<file path="config.mk">
export PLATFORM = sky130hd
export DESIGN_NAME = hidden_mac
export DESIGN_NICKNAME = d
export VERILOG_FILES = /design/src/rtl/hidden_mac.sv
export SDC_FILE = /design/constraint.sdc
export NUM_CORES = 2
export LEC_CHECK = 0
export BUFFER_PORTS_ARGS = -buffer_cell sky130_fd_sc_hd__buf_4
export CORE_UTILIZATION = 30
export DETAILED_ROUTE_END_ITERATION = 7
export PLACE_DENSITY = 0.59
export SYNTH_ARGS = -nofsm -noshare
export SYNTH_HDL_FRONTEND = slang
export SYNTH_SLANG_ARGS = --single-unit
export TNS_END_PERCENT = 50
</file>
<file path="constraint.sdc">
create_clock -name clk -period 10.9 [get_ports clk]
set_input_delay 1.635 -clock clk [delete_from_list [all_inputs] [get_ports clk]]
set_output_delay 1.635 -clock clk [all_outputs]
set_load 0.005 [all_outputs]
</file>
<file path="src/rtl/hidden_mac.sv">
// Time-multiplexed hidden layer: NUM_PCTN neurons share one signed fixed-point MAC.
// Weights/biases load through wr; start evaluates i_k and o_valid pulses with the full layer.
module hidden_mac #(
    parameter int NUM_INPUT = 2,
    parameter int NUM_PCTN  = 3,
    parameter int WIDTH     = 32,
    parameter int FRAC      = 16,
    parameter int ACT       = 0,
    parameter int GUARD     = 8
) (
    input  logic                                clk,
    input  logic                                rst,
    input  logic                                wr,
    input  logic [NUM_PCTN*NUM_INPUT*WIDTH-1:0] i_w,
    input  logic [NUM_PCTN*WIDTH-1:0]           i_b,
    input  logic                                start,
    input  logic [NUM_INPUT*WIDTH-1:0]          i_k,
    output logic                                busy,
    output logic                                o_valid,
    output logic [NUM_PCTN*WIDTH-1:0]           o_a,
    output logic [NUM_PCTN*NUM_INPUT*WIDTH-1:0] o_w,
    output logic [NUM_PCTN*WIDTH-1:0]           o_b
);

    localparam int AW = WIDTH + GUARD;
    localparam int PW = (2 * WIDTH > AW) ? 2 * WIDTH : AW;
    localparam int NW = (NUM_PCTN > 1) ? $clog2(NUM_PCTN) : 1;
    localparam int JW = (NUM_INPUT > 1) ? $clog2(NUM_INPUT) : 1;

    localparam logic signed [AW-1:0]  SAT_MAX = AW'({1'b0, {(WIDTH-1){1'b1}}});
    localparam logic signed [AW-1:0]  SAT_MIN = ~SAT_MAX;
    localparam logic signed [WIDTH:0] ONE     = (WIDTH+1)'(1) << FRAC;
    localparam logic signed [WIDTH:0] HALF    = ONE >>> 1;

    typedef enum logic [1:0] {
        S_IDLE,
        S_MAC,
        S_ACT
    } state_t;

    state_t                                state_q, state_d;
    logic [NUM_PCTN*NUM_INPUT*WIDTH-1:0]   w_q, w_d;
    logic [NUM_PCTN*WIDTH-1:0]             b_q, b_d;
    logic [NUM_INPUT*WIDTH-1:0]            k_q, k_d;
    logic [NUM_PCTN*WIDTH-1:0]             shadow_q, shadow_d;
    logic [NUM_PCTN*WIDTH-1:0]             oa_q, oa_d;
    logic signed [AW-1:0]                  acc_q, acc_d;
    logic [NW-1:0]                         n_q, n_d;
    logic [JW-1:0]                         j_q, j_d;
    logic                                  valid_q, valid_d;

    logic signed [WIDTH-1:0] k_sel, w_sel, x_sat, y_act;
    logic signed [PW-1:0]    prod, prod_sh;
    logic signed [WIDTH:0]   hs;
    logic [NW-1:0]           n_nx;

    // Shared datapath: product term, saturation and activation of the current accumulator.
    always_comb begin
        k_sel   = k_q[int'(j_q)*WIDTH +: WIDTH];
        w_sel   = w_q[(int'(n_q)*NUM_INPUT + int'(j_q))*WIDTH +: WIDTH];
        prod    = PW'(k_sel) * PW'(w_sel);
        prod_sh = prod >>> FRAC;

        if (acc_q > SAT_MAX)      x_sat = SAT_MAX[WIDTH-1:0];
        else if (acc_q < SAT_MIN) x_sat = SAT_MIN[WIDTH-1:0];
        else                      x_sat = acc_q[WIDTH-1:0];

        // One extra bit keeps x/4 + 0.5 from overflowing before the clamp.
        hs    = ($signed({x_sat[WIDTH-1], x_sat}) >>> 2) + HALF;
        y_act = x_sat;
        if (ACT == 1) begin
            if (x_sat[WIDTH-1]) y_act = '0;
        end else if (ACT == 2) begin
            if (hs[WIDTH])      y_act = '0;
            else if (hs > ONE)  y_act = ONE[WIDTH-1:0];
            else                y_act = hs[WIDTH-1:0];
        end
    end

    always_comb begin
        state_d  = state_q;
        w_d      = w_q;
        b_d      = b_q;
        k_d      = k_q;
        shadow_d = shadow_q;
        oa_d     = oa_q;
        acc_d    = acc_q;
        n_d      = n_q;
        j_d      = j_q;
        valid_d  = 1'b0;
        n_nx     = n_q + 1'b1;

        unique case (state_q)
            S_IDLE: begin
                if (wr) begin
                    w_d = i_w;
                    b_d = i_b;
                end else if (start) begin
                    k_d     = i_k;
                    n_d     = '0;
                    j_d     = '0;
                    acc_d   = AW'($signed(b_q[0 +: WIDTH]));
                    state_d = S_MAC;
                end
            end
            S_MAC: begin
                acc_d = acc_q + $signed(prod_sh[AW-1:0]);
                if (j_q == JW'(NUM_INPUT - 1)) begin
                    j_d     = '0;
                    state_d = S_ACT;
                end else begin
                    j_d = j_q + 1'b1;
                end
            end
            S_ACT: begin
                shadow_d[int'(n_q)*WIDTH +: WIDTH] = y_act;
                if (n_q == NW'(NUM_PCTN - 1)) begin
                    oa_d    = shadow_d;
                    valid_d = 1'b1;
                    state_d = S_IDLE;
                end else begin
                    n_d     = n_nx;
                    j_d     = '0;
                    acc_d   = AW'($signed(b_q[int'(n_nx)*WIDTH +: WIDTH]));
                    state_d = S_MAC;
                end
            end
            default: state_d = S_IDLE;
        endcase
    end

    always_ff @(posedge clk or negedge rst) begin
        if (!rst) begin
            state_q  <= S_IDLE;
            w_q      <= '0;
            b_q      <= '0;
            k_q      <= '0;
            shadow_q <= '0;
            oa_q     <= '0;
            acc_q    <= '0;
            n_q      <= '0;
            j_q      <= '0;
            valid_q  <= 1'b0;
        end else begin
            state_q  <= state_d;
            w_q      <= w_d;
            b_q      <= b_d;
            k_q      <= k_d;
            shadow_q <= shadow_d;
            oa_q     <= oa_d;
            acc_q    <= acc_d;
            n_q      <= n_d;
            j_q      <= j_d;
            valid_q  <= valid_d;
        end
    end

    assign busy    = (state_q != S_IDLE);
    assign o_valid = valid_q;
    assign o_a     = oa_q;
    assign o_w     = w_q;
    assign o_b     = b_q;

endmodule
</file>
==> flow_metrics.tcl <==
set metrics [dict create \
    start_util_pct 30.32 \
    yosys_warnings 0 \
    synthCells 5995 \
    async_flop_share_pct 100.0 \
    place_ws_ns -0.06763 \
    slowest_delay_ns 0.61 \
    cp-start-kind "register" \
    rsz0062_at_grt "yes" \
    first_pass_iters 5 \
    cp_top_family "adder cells" \
    syn-num-nets 7553 \
    avgSynthCellArea_um2 9.892 \
    grt_pass1_vias 50680 \
    critPathKind "register to register" \
    dieArea_mm2 0.1995 \
    synth_edf_count 0 \
    synth-simple-area-share_pct 10.65 \
    postRouteAntennaNets 0 \
    yosys.cell_types.count 76 \
    coreArea_mm2 0.1956 \
    multi_input_area_mm2 0.04054 \
    htreeDepth 3 \
    drc 0 \
    crit_path_max_fanout 13 \
    viasPerCell 5.000 \
    slew_headroom_pct 22.51 \
    grt_pass1_wl_um 362800 \
    synth_xor_area_share_pct 1.397 \
    max_cap_violations 0 \
    clockBufferDepth 3 \
    maxSlewViolCount 0 \
    drtIter0Drc 4038 \
    worstPathRequired_ns 11.44 \
    cp.arrival_ns 11.32 \
    vias 48200 \
    cp_num_buf_inv 11 \
    ff_latch_area_mm2 0.01478 \
    synth.area.top_cells "fa_1, dfrtp_1, mux2_2" \
    fin_crit_ns 10.78 \
    max_freq_mhz 92.73 \
    ys_seq_area_share_pct 24.90 \
    grt_overflow 0 \
    worstMarginPinSlew_ns 1.162 \
    clkTransAtPathRegs_ns 0.06 \
    syn2layout_area_growth_pct 25.05 \
    die_h_um 446.6 \
    rows 162 \
    wl_per_cell_um 26.19 \
    status "finished clean" \
    drive_above_1_share_pct 26.77 \
    cts-root-buf "clkbuf_16" \
    cts_made_buffers 70 \
    synth_area_mm2 0.05930 \
    hold_class "register to register" \
    hold_viol 0 \
    synth_mux_area_share_pct 9.988 \
    io_pins 742 \
    worst_slack_ns 0.1161 \
    synth_top_family_by_area "adder cells" \
    nNetsFinal 8502 \
    cts_tree "built" \
    synth.ff_latch_count 590 \
    grt_max_degree 136 \
    end_kind "register" \
    synth_fa_ha_area_share_pct 37.80 \
    setup_viol 0 \
    port_buffers 741 \
    nFillCells 19530 \
    gp_congestion 1.004 \
    insertion_delay_ns 0.69 \
    die_x_um 446.6 \
    yosysMostFrequentCell "fa_1" \
    numClockSinks 590 \
    fin_skew_ns 0.03183 \
    synth_top_area_share_pct 33.18 \
    ys.flop_type "dfrtp_1" \
    synth_top_cell_by_area "fa_1" \
    finalCritPeriodShare_pct 98.94 \
    antenna_found_initial 20 \
    synth_compound_area_share_pct 7.397 \
    routed_wirelength_um 252400 \
    synth_common_cells "fa_1, nor2_1, inv_1" \
    grt_use_total_pct 25.28 \
    dpl.hpwl_um 208000 \
    crit_slowest_cell "fa_2" \
]
[worst paths after layout]
path | start | endpoint | slack [ns] | cells past startpoint
setup reg to reg | n_q[0]$_DFFE_PN0P_ | acc_q[39]$_DFFE_PN0P_ | 0.12 | 42
min in group asynchronous | rst | o_valid$_DFF_PN0_ | 1.08 | 1
hold reg to reg | shadow_q[63]$_DFFE_PN0P_ | shadow_q[63]$_DFFE_PN0P_ | 0.48 | 2
max in group asynchronous | rst | o_w[47]$_DFFE_PN0P_ | 7.50 | 3
hold / removal | shadow_q[63]$_DFFE_PN0P_ | shadow_q[63]$_DFFE_PN0P_ | 0.48 | 2
setup / recovery | n_q[0]$_DFFE_PN0P_ | acc_q[39]$_DFFE_PN0P_ | 0.12 | 42
[state kept, by name (all words and copies together) (netlist names)]
name      flops
n_q           2
k_q          64
o_b          96
state_q       2
acc_q        40
shadow_q     96
o_w         192
o_a          96
o_valid       1
j_q           1
[per-layer routing]
metal / global-route usage (%) / share of wire (%)
met5: 0 / 0.0036
met4: 11.25 / 5.2
met3: 4.908 / 7.4
met2: 41.44 / 47
met1: 32.25 / 40
[cell families (layout without fill, tap and decap cells)]
kind of cell    Yosys count  in the layout
buf+inv                1225           2227
flops                   590            590
compound gates          736            736
fa+ha+maj              1202           1202
mux                     538            538
xor+xnor                 93             93
simple gates           1611           1611
other cells               0             18
[cell type report]
| class | count | share of cell area [%] |
|---|---|---|
| multi-input cells | 4180 | 54.66 |
| repair buffers | 1195 | 13.08 |
| diodes | 18 | 0.06074 |
| clock buffers | 97 | 2.728 |
| inverters | 907 | 4.591 |
| clock inverters | 28 | 0.5247 |
| flip-flops and latches | 590 | 19.92 |
| well taps | 2624 | 4.427 |
[per-stage QoR]
stage	area [µm²]	TNS, ns	util, %	hold WS [ns]	cells
after floorplan	59300	0	-	0.4481	5995
after global placement	70720	-0.1192	36.15	0.4697	9455
after detailed placement	70730	-0.1881	36.16	0.4736	9456
after CTS	73160	0	37.40	0.4894	9581
after global routing	74140	-1.178	37.90	0.5366	9630
final	74160	0	37.91	0.4841	9639
[repair_timing]
item | CTS | global route
hold endpoints to repair | 0 | 0
pin swaps | 0 | 35
gates resized for setup | 6 | 128
setup endpoints to repair | 7 | 22
hold buffers | 0 | 0
gates cloned | 0 | 4
buffers inserted | 0 | 36
[worst register-to-register path: cells and delay by family (launching register included)]
kind	cells	cell delay, ns
muxes	1	0.25
AOI/OAI and AO/OA	11	2.22
adders and majority gates	10	4.49
DFF	1	0.52
xor gates and xnor gates	2	0.29
buffers and inverters	11	1.49
and+or+nand+nor	7	1.41
[cells in the final DEF, fill, tap and decap left out, types with 9 or more instances in the layout]
master	n
a21o_1	35
a21oi_1	389
a21oi_2	19
a221oi_1	19
and2_1	16
buf_12	48
buf_4	1128
buf_6	11
clkbuf_1	10
clkbuf_16	74
clkbuf_8	17
dfrtp_1	587
diode_2	18
fa_1	974
fa_2	9
ha_1	209
inv_1	905
mux2_2	406
mux2i_1	114
mux2i_2	11
nand2_1	583
nand2b_1	16
nand3_1	19
nand4_1	9
nor2_1	891
nor2_2	13
nor2b_1	9
nor3_1	13
o21a_1	14
o21ai_0	83
o21ai_1	11
o21bai_1	9
o22a_1	16
o22ai_1	16
o22ai_2	11
o31ai_1	21
xnor2_1	70
xor2_1	21
Power is not shown: default switching activity piles up to over one toggle a cycle in this logic, so the estimate is an artifact.
